**src/rtl/fsqrt_pkg.sv**
```systemverilog
// fsqrt_pkg: shared constants, state encoding and operand class codes for the FP32 sqrt issue stage
//  FP_QNAN / FP_PINF : canonical bypass results
//  state_t           : IDLE / RUN / DONE issue-controller states
//  cls_t             : FP32 operand classes, produced by fp32_classify
package fsqrt_pkg;

    localparam logic [31:0] FP_QNAN = 32'h7FC0_0000;
    localparam logic [31:0] FP_PINF = 32'h7F80_0000;

    typedef enum logic [1:0] {
        IDLE = 2'd0,
        RUN  = 2'd1,
        DONE = 2'd2
    } state_t;

    typedef enum logic [2:0] {
        CLS_SNAN = 3'd0,
        CLS_QNAN = 3'd1,
        CLS_ZERO = 3'd2,
        CLS_NEG  = 3'd3,
        CLS_PINF = 3'd4,
        CLS_SUB  = 3'd5,
        CLS_NORM = 3'd6
    } cls_t;

endpackage

```
**src/rtl/fsqrt_issue_ctrl_if.sv**
```systemverilog
// fsqrt_issue_ctrl_if: operand, sqrt-core and result handshake bundle of the sqrt issue stage
//  in_valid/in_ready/A                     : operand handshake
//  core_a/core_en/core_result              : sqrt core connection
//  out_valid/out_ready/OUT_FSQRT/flag_*    : result handshake
//  slave  : the issue controller side
//  master : the surrounding ALU / core / bench side
interface fsqrt_issue_ctrl_if;

    logic        in_valid;
    logic        in_ready;
    logic [31:0] A;
    logic [31:0] core_a;
    logic        core_en;
    logic [31:0] core_result;
    logic        out_valid;
    logic        out_ready;
    logic [31:0] OUT_FSQRT;
    logic        flag_invalid;
    logic        flag_special;

    modport slave (
        input  in_valid, A, core_result, out_ready,
        output in_ready, core_a, core_en, out_valid, OUT_FSQRT, flag_invalid, flag_special
    );

    modport master (
        output in_valid, A, core_result, out_ready,
        input  in_ready, core_a, core_en, out_valid, OUT_FSQRT, flag_invalid, flag_special
    );

endinterface

```
**src/rtl/fp32_classify.sv**
```systemverilog
// fp32_classify: combinational FP32 operand classifier for the FP ALU issue stages
//  a   in  32  FP32 operand
//  cls out  3  class code, priority sNaN > qNaN > +-0 > negative > +inf > subnormal > normal
module fp32_classify
    import fsqrt_pkg::*;
(
    input  logic [31:0] a,
    output cls_t        cls
);

    logic exp_ff;
    logic exp_00;
    logic man_nz;

    assign exp_ff = &a[30:23];
    assign exp_00 = ~|a[30:23];
    assign man_nz = |a[22:0];

    always_comb begin
        cls = (exp_ff && man_nz && !a[22]) ? CLS_SNAN :
              (exp_ff && man_nz)           ? CLS_QNAN :
              (a[30:0] == 31'd0)           ? CLS_ZERO :
              a[31]                        ? CLS_NEG  :
              exp_ff                       ? CLS_PINF :
              exp_00                       ? CLS_SUB  : CLS_NORM;
    end

endmodule

```
**src/rtl/fsqrt_issue_ctrl.sv**
```systemverilog
// fsqrt_issue_ctrl: issue/retire controller in front of the pipelined FP32 square-root core
//  CLK  in  clock, rising edge
//  RST  in  asynchronous reset, active-low
//  EN   in  block enable; low clears everything at the next edge
//  bus  slave side of fsqrt_issue_ctrl_if (operand, core and result handshakes)
//  CORE_LAT : cycles the core needs with core_a held and core_en high
//  FSQRT_FTZ_EN : when defined, subnormal operands are flushed to signed zero
module fsqrt_issue_ctrl
    import fsqrt_pkg::*;
#(
    parameter int CORE_LAT = 8
) (
    input  logic                CLK,
    input  logic                RST,
    input  logic                EN,
    fsqrt_issue_ctrl_if.slave   bus
);

    localparam int CW = $clog2(CORE_LAT + 1);

    state_t        state;
    state_t        state_nx;
    logic [CW-1:0] count;
    logic [31:0]   op_q;
    logic [31:0]   res_q;
    logic          inv_q;
    logic          spc_q;
    cls_t          cls;
    logic          accept;
    logic          ftz;
    logic          bypass;
    logic [31:0]   byp_res;
    logic          byp_inv;

    fp32_classify u_classify (
        .a   (bus.A),
        .cls (cls)
    );

    assign accept = bus.in_valid && bus.in_ready;

`ifdef FSQRT_FTZ_EN
    // Any exponent-zero operand that is not a true zero (either sign) is flushed.
    assign ftz = (bus.A[30:23] == 8'd0) && (cls == CLS_SUB || cls == CLS_NEG);
`else
    assign ftz = 1'b0;
`endif

    assign bypass  = ftz || (cls != CLS_SUB && cls != CLS_NORM);
    assign byp_res = ftz                ? {bus.A[31], 31'd0} :
                     (cls == CLS_ZERO)  ? bus.A :
                     (cls == CLS_PINF)  ? FP_PINF : FP_QNAN;
    assign byp_inv = !ftz && (cls == CLS_SNAN || cls == CLS_NEG);

    always_ff @(posedge CLK or negedge RST) begin
        if (!RST)
            state <= IDLE;
        else
            state <= EN ? state_nx : IDLE;
    end

    always_comb begin
        state_nx = state;
        case (state)
            IDLE:    state_nx = bus.in_valid ? (bypass ? DONE : RUN) : IDLE;
            RUN:     state_nx = (count == '0) ? DONE : RUN;
            DONE:    state_nx = bus.out_ready ? IDLE : DONE;
            default: state_nx = IDLE;
        endcase
    end

    // in_ready also drops while RST is asserted so every output reads 0 in reset.
    always_comb begin
        bus.in_ready     = (state == IDLE) && EN && RST;
        bus.core_en      = (state == RUN);
        bus.out_valid    = (state == DONE);
        bus.core_a       = op_q;
        bus.OUT_FSQRT    = res_q;
        bus.flag_invalid = inv_q;
        bus.flag_special = spc_q;
    end

    always_ff @(posedge CLK or negedge RST) begin
        if (!RST) begin
            count <= '0;
            op_q  <= '0;
            res_q <= '0;
            inv_q <= 1'b0;
            spc_q <= 1'b0;
        end else if (!EN) begin
            count <= '0;
            op_q  <= '0;
            res_q <= '0;
            inv_q <= 1'b0;
            spc_q <= 1'b0;
        end else if (accept) begin
            op_q  <= bus.A;
            count <= CW'(CORE_LAT - 1);
            if (bypass) begin
                res_q <= byp_res;
                inv_q <= byp_inv;
                spc_q <= 1'b1;
            end
        end else if (state == RUN) begin
            count <= (count == '0) ? count : count - 1'b1;
            if (count == '0) begin
                res_q <= bus.core_result;
                inv_q <= 1'b0;
                spc_q <= 1'b0;
            end
        end
    end

endmodule
```
**src/flat_wrapper.sv**
```systemverilog
// flat-port wrapper written by rule: the top's interface ports become plain ports
module fsqrt_issue_ctrl_flat import fsqrt_pkg::*;
#(
    parameter int CORE_LAT = 8
)
  (CLK, RST, EN, bus_in_valid, bus_A, bus_core_result, bus_out_ready, bus_in_ready, bus_core_a, bus_core_en, bus_out_valid, bus_OUT_FSQRT, bus_flag_invalid, bus_flag_special);
  fsqrt_issue_ctrl_if bus_i ();
  input  logic CLK;
  input  logic RST;
  input  logic EN;
  input wire logic [$bits(bus_i.in_valid)-1:0] bus_in_valid;
  input wire logic [$bits(bus_i.A)-1:0] bus_A;
  input wire logic [$bits(bus_i.core_result)-1:0] bus_core_result;
  input wire logic [$bits(bus_i.out_ready)-1:0] bus_out_ready;
  output wire logic [$bits(bus_i.in_ready)-1:0] bus_in_ready;
  output wire logic [$bits(bus_i.core_a)-1:0] bus_core_a;
  output wire logic [$bits(bus_i.core_en)-1:0] bus_core_en;
  output wire logic [$bits(bus_i.out_valid)-1:0] bus_out_valid;
  output wire logic [$bits(bus_i.OUT_FSQRT)-1:0] bus_OUT_FSQRT;
  output wire logic [$bits(bus_i.flag_invalid)-1:0] bus_flag_invalid;
  output wire logic [$bits(bus_i.flag_special)-1:0] bus_flag_special;
  assign bus_i.in_valid = bus_in_valid;
  assign bus_i.A = bus_A;
  assign bus_i.core_result = bus_core_result;
  assign bus_i.out_ready = bus_out_ready;
  assign bus_in_ready = bus_i.in_ready;
  assign bus_core_a = bus_i.core_a;
  assign bus_core_en = bus_i.core_en;
  assign bus_out_valid = bus_i.out_valid;
  assign bus_OUT_FSQRT = bus_i.OUT_FSQRT;
  assign bus_flag_invalid = bus_i.flag_invalid;
  assign bus_flag_special = bus_i.flag_special;
  fsqrt_issue_ctrl #(.CORE_LAT(CORE_LAT)) u_core (.CLK(CLK), .RST(RST), .EN(EN), .bus(bus_i));
endmodule
```
**config.mk**
```make
export PLATFORM = sky130hd
export DESIGN_NAME = fsqrt_issue_ctrl_flat
export DESIGN_NICKNAME = d
export VERILOG_FILES = /design/src/rtl/fsqrt_pkg.sv /design/src/rtl/fsqrt_issue_ctrl_if.sv /design/src/rtl/fp32_classify.sv /design/src/rtl/fsqrt_issue_ctrl.sv /design/src/flat_wrapper.sv
export SDC_FILE = /design/constraint.sdc
export NUM_CORES = 1
export LEC_CHECK = 0
export CAP_MARGIN = 20
export CELL_PAD_IN_SITES_DETAIL_PLACEMENT = 1
export CELL_PAD_IN_SITES_GLOBAL_PLACEMENT = 2
export CORE_ASPECT_RATIO = 1.2
export CORE_MARGIN = 1.5
export CORE_UTILIZATION = 25
export DETAILED_ROUTE_END_ITERATION = 8
export GPL_TIMING_DRIVEN = 1
export HOLD_SLACK_MARGIN = 0.12
export PLACE_DENSITY_LB_ADDON = 0.1
export SLEW_MARGIN = 20
export SYNTH_ARGS = -nofsm -noshare
export SYNTH_HDL_FRONTEND = slang
export SYNTH_SLANG_ARGS = --single-unit
```
**constraint.sdc**
```tcl
create_clock -name CLK -period 2.55 [get_ports CLK]
set_clock_uncertainty 0.2 [all_clocks]
set_input_delay 0.51 -clock CLK [delete_from_list [all_inputs] [get_ports CLK]]
set_output_delay 0.51 -clock CLK [all_outputs]
set_load 0.01 [all_outputs]
```
==> run summary <==
Outcome -> complete, no violations
Initial Util -> 0.259
Htree depth -> 3
P&R area growth vs syn -> 66.8%
Min-delay worst type -> primary input to asynchronous set/reset pin
IO buf count -> 137
RSZ-0062 raised after global routing -> no
Count of max-cap constraint violations -> 0
Main combinational cell family by area after synthesis -> simple AND/OR/NAND/NOR gates
Die height -> 129 um
Ports -> 138
GR Overflow Total -> 0
First-pass GRT wire length -> 16100 um
CP startpoint kind -> primary input
Mapped Cells -> 341
Fin nets -> 589
Simple-gate share of the synthesized area -> 0.184
FFs w/ async S/R, synth -> 1.00
Worst setup EP type -> flip-flop
Slew Limit Headroom -> 0.372
Root Buffer -> clkbuf_16
CORE AREA -> 12800 um2
First DRT Iteration DRCs -> 55
Final hold viol count -> 0
Post-synth EDFFs -> 0
Post-synthesis compound-gate area fraction -> 0.0902
Post-CTS Setup Bufs -> 0
FP Rows -> 45
CP Data Arrival Time -> 2420 ps
Synthesis-stage register bit count -> 72
Clk sinks -> 72
WP data required -> 2560 ps
Die W -> 108 um
Post-Syn Area -> 3320 um2
Synth Area in XOR/XNOR -> 0.00792
Total number of vias -> 3015
Ys Warns -> 0
Antenna violations before repair -> 0
Final RePlAce weighted congestion -> 0.761
Final min period -> 2410 ps
Post-route cell area -> 5530 um2
Fill cells -> 1457
Setup violators final -> 0
Total GRT Usage -> 0.151
Crit Path Max Fanout -> 15
Final HPWL DP -> 7530 um
ANT nets after route -> 0
Multi-input gate area in the final layout -> 1350 um2
Routed WL -> 10200 um
Vias per std cell -> 4.38
Cell area after placement -> 5230 um2
Post-synthesis sequential area ratio -> 0.543
Post-route insts no fill -> 688
Worst slew pin tran -> 942 ps
Mux share of post-synthesis cell area -> 0.115
Average wire per standard cell -> 14.8 um
Total iterations of the first detailed-routing run -> 4
FF+latch area -> 1800 um2
CTS tree -> done
Pin count of the biggest net entering global routing -> 73
Max Root-Sink Buffers -> 2
Max Slew Vio Count -> 0
Pwr dens -> 600 nW/um2
Finished Core Util -> 0.433
CTS clk-pin slew, worst paths -> 60 ps
Die area -> 14000 um2
Highest achievable clock rate -> 415 MHz
Most used DFF post-synth -> dfrtp_1
Worst-skew pair later-pin latency -> 330 ps
Lkg Pwr -> 2.43 nW
Vias in the first global route -> 3222
Total power -> 3.32 mW
# placed instances -> 672
Hold buffers post-CTS -> 0
Syn Nets -> 411
Share of layout cells above drive strength 1 -> 0.160
CP Class -> primary input to flip-flop
Final period utilization -> 0.945
Count of cell types in the netlist -> 37
CTS Buf Count -> 9
Post-synthesis area per instance -> 9.72 um2
Adder-cell area share of the yosys netlist -> 0.00377
Peak supply drop -> 0.000253 V
Remaining DRCs -> 0
ANT cells -> 0
==> stage by stage <==
| stage | hold slack [ps] | setup WS [ps] | setup TNS [ps] |
|---|---|---|---|
| floorplan | 14.4 | 320 | 0 |
| global placement | 290 | -246 | -7270 |
| detailed placement | 295 | -269 | -7770 |
| CTS | 297 | 76.8 | 0 |
| global route | 326 | 44.0 | 0 |
| finish | 240 | 142 | 0 |
==> cells in the mapped netlist, types with 2 or more instances <==
master	n	share of area
nand2_1	106	0.12
dfrtp_1	72	0.54
o21ai_0	36	0.054
inv_1	26	0.029
mux2i_1	23	0.069
clkbuf_1	8	0.0091
mux2_4	7	0.032
nor2_1	6	0.0068
buf_2	4	0.0060
mux2_2	4	0.014
nand4_1	4	0.0075
nor4_2	4	0.015
a31oi_1	3	0.0057
buf_1	3	0.0034
nor2b_1	3	0.0057
nor3_1	3	0.0045
nor4_1	3	0.0057
a21oi_1	2	0.0030
a22o_1	2	0.0053
buf_4	2	0.0045
nand2b_1	2	0.0038
o31ai_1	2	0.0045
xnor2_1	2	0.0053
==> state kept, by name, summed over array words and instances, names as in the netlist <==
register	cells
u_core.bus.OUT_FSQRT	32
u_core.bus.core_a	32
u_core.bus.flag_invalid	1
u_core.bus.flag_special	1
u_core.count	4
u_core.state	2
==> layer usage <==
layer | vias up | part of all wire | global-route usage
met3 | 11 | 0.065 | 0.0372
met1 | 1438 | 0.42 | 0.174
met2 | 88 | 0.50 | 0.262
met4 | 0 | 0.017 | 0.0673
li1 | 1478 | - | -
met5 | - | 0 | 0
==> worst paths after layout <==
kind | start | endpoint | slack [ps] | depth (start not counted)
max | bus_A[19] | u_core.bus.OUT_FSQRT[25]$_DFFE_PN0P_ | 140 | 8
min | RST | u_core.bus.OUT_FSQRT[19]$_DFFE_PN0P_ | 240 | 2
max reg2reg | u_core.state[0]$_DFF_PN0_ | u_core.bus.OUT_FSQRT[31]$_DFFE_PN0P_ | 410 | 5
min reg2reg | u_core.bus.flag_invalid$_DFFE_PN0P_ | u_core.bus.flag_invalid$_DFFE_PN0P_ | 310 | 1
max in group asynchronous | RST | u_core.bus.core_a[26]$_DFFE_PN0P_ | 1290 | 2
min in group CLK | u_core.bus.flag_invalid$_DFFE_PN0P_ | u_core.bus.flag_invalid$_DFFE_PN0P_ | 310 | 1
==> cells by family after synthesis <==
logic type               count (synthesis)
adder cells (fa/ha/maj)                  1
flip-flops                              72
buffers and inverters                   44
AO/OA/AOI/OAI                           50
XOR/XNOR                                 3
AND/OR/NAND/NOR                        137
multiplexers                            34
==> cell usage in the layout (no fill, tap or decap), drive strengths merged, types with 2 or more instances in the layout <==
master / synthesis / layout
clkinv: 0 / 2
o31ai: 2 / 2
nor2: 7 / 7
inv: 26 / 26
xnor2: 2 / 2
clkdlybuf4s50: 0 / 135
nor2b: 3 / 3
nor4: 7 / 7
nand2: 106 / 106
a22o: 2 / 2
nand4: 4 / 4
mux2: 11 / 11
mux2i: 23 / 23
a21oi: 2 / 2
a31oi: 3 / 3
nor3: 3 / 3
dfrtp: 72 / 72
nand2b: 3 / 3
clkbuf: 8 / 13
buf: 10 / 49
o21ai: 37 / 37
==> critical path, cell delays in order <==
cell and delay, ps:
clkdlybuf4s50_1 440, nor4_2 360, buf_4 170, nand4_1 190, nor2_4 180, o41ai_4 90, buf_12 170, mux2_4 300
==> report_power, final <==
group	internal, mW	total (mW)	switching, mW
Clock	0.808	1.27	0.463
Combinational	0.435	0.740	0.305
Sequential	1.25	1.31	0.0619
==> timing repair <==
item,CTS,global route
cloned,0,0
setup endpoints to repair,1,1
pin swaps,0,1
endpoints found under the hold margin,0,0
gates resized for setup,1,1
==> layout make-up <==
| type | count | share of cell area |
|---|---|---|
| flip-flops and latches | 72 | 0.326 |
| repair buffers | 185 | 0.321 |
| multi-input cells | 225 | 0.244 |
| clock buffers | 13 | 0.0470 |
| well taps | 164 | 0.0371 |
| inverters | 26 | 0.0176 |
| clock inverters | 3 | 0.00724 |
(Power assumes the default switching activity.)
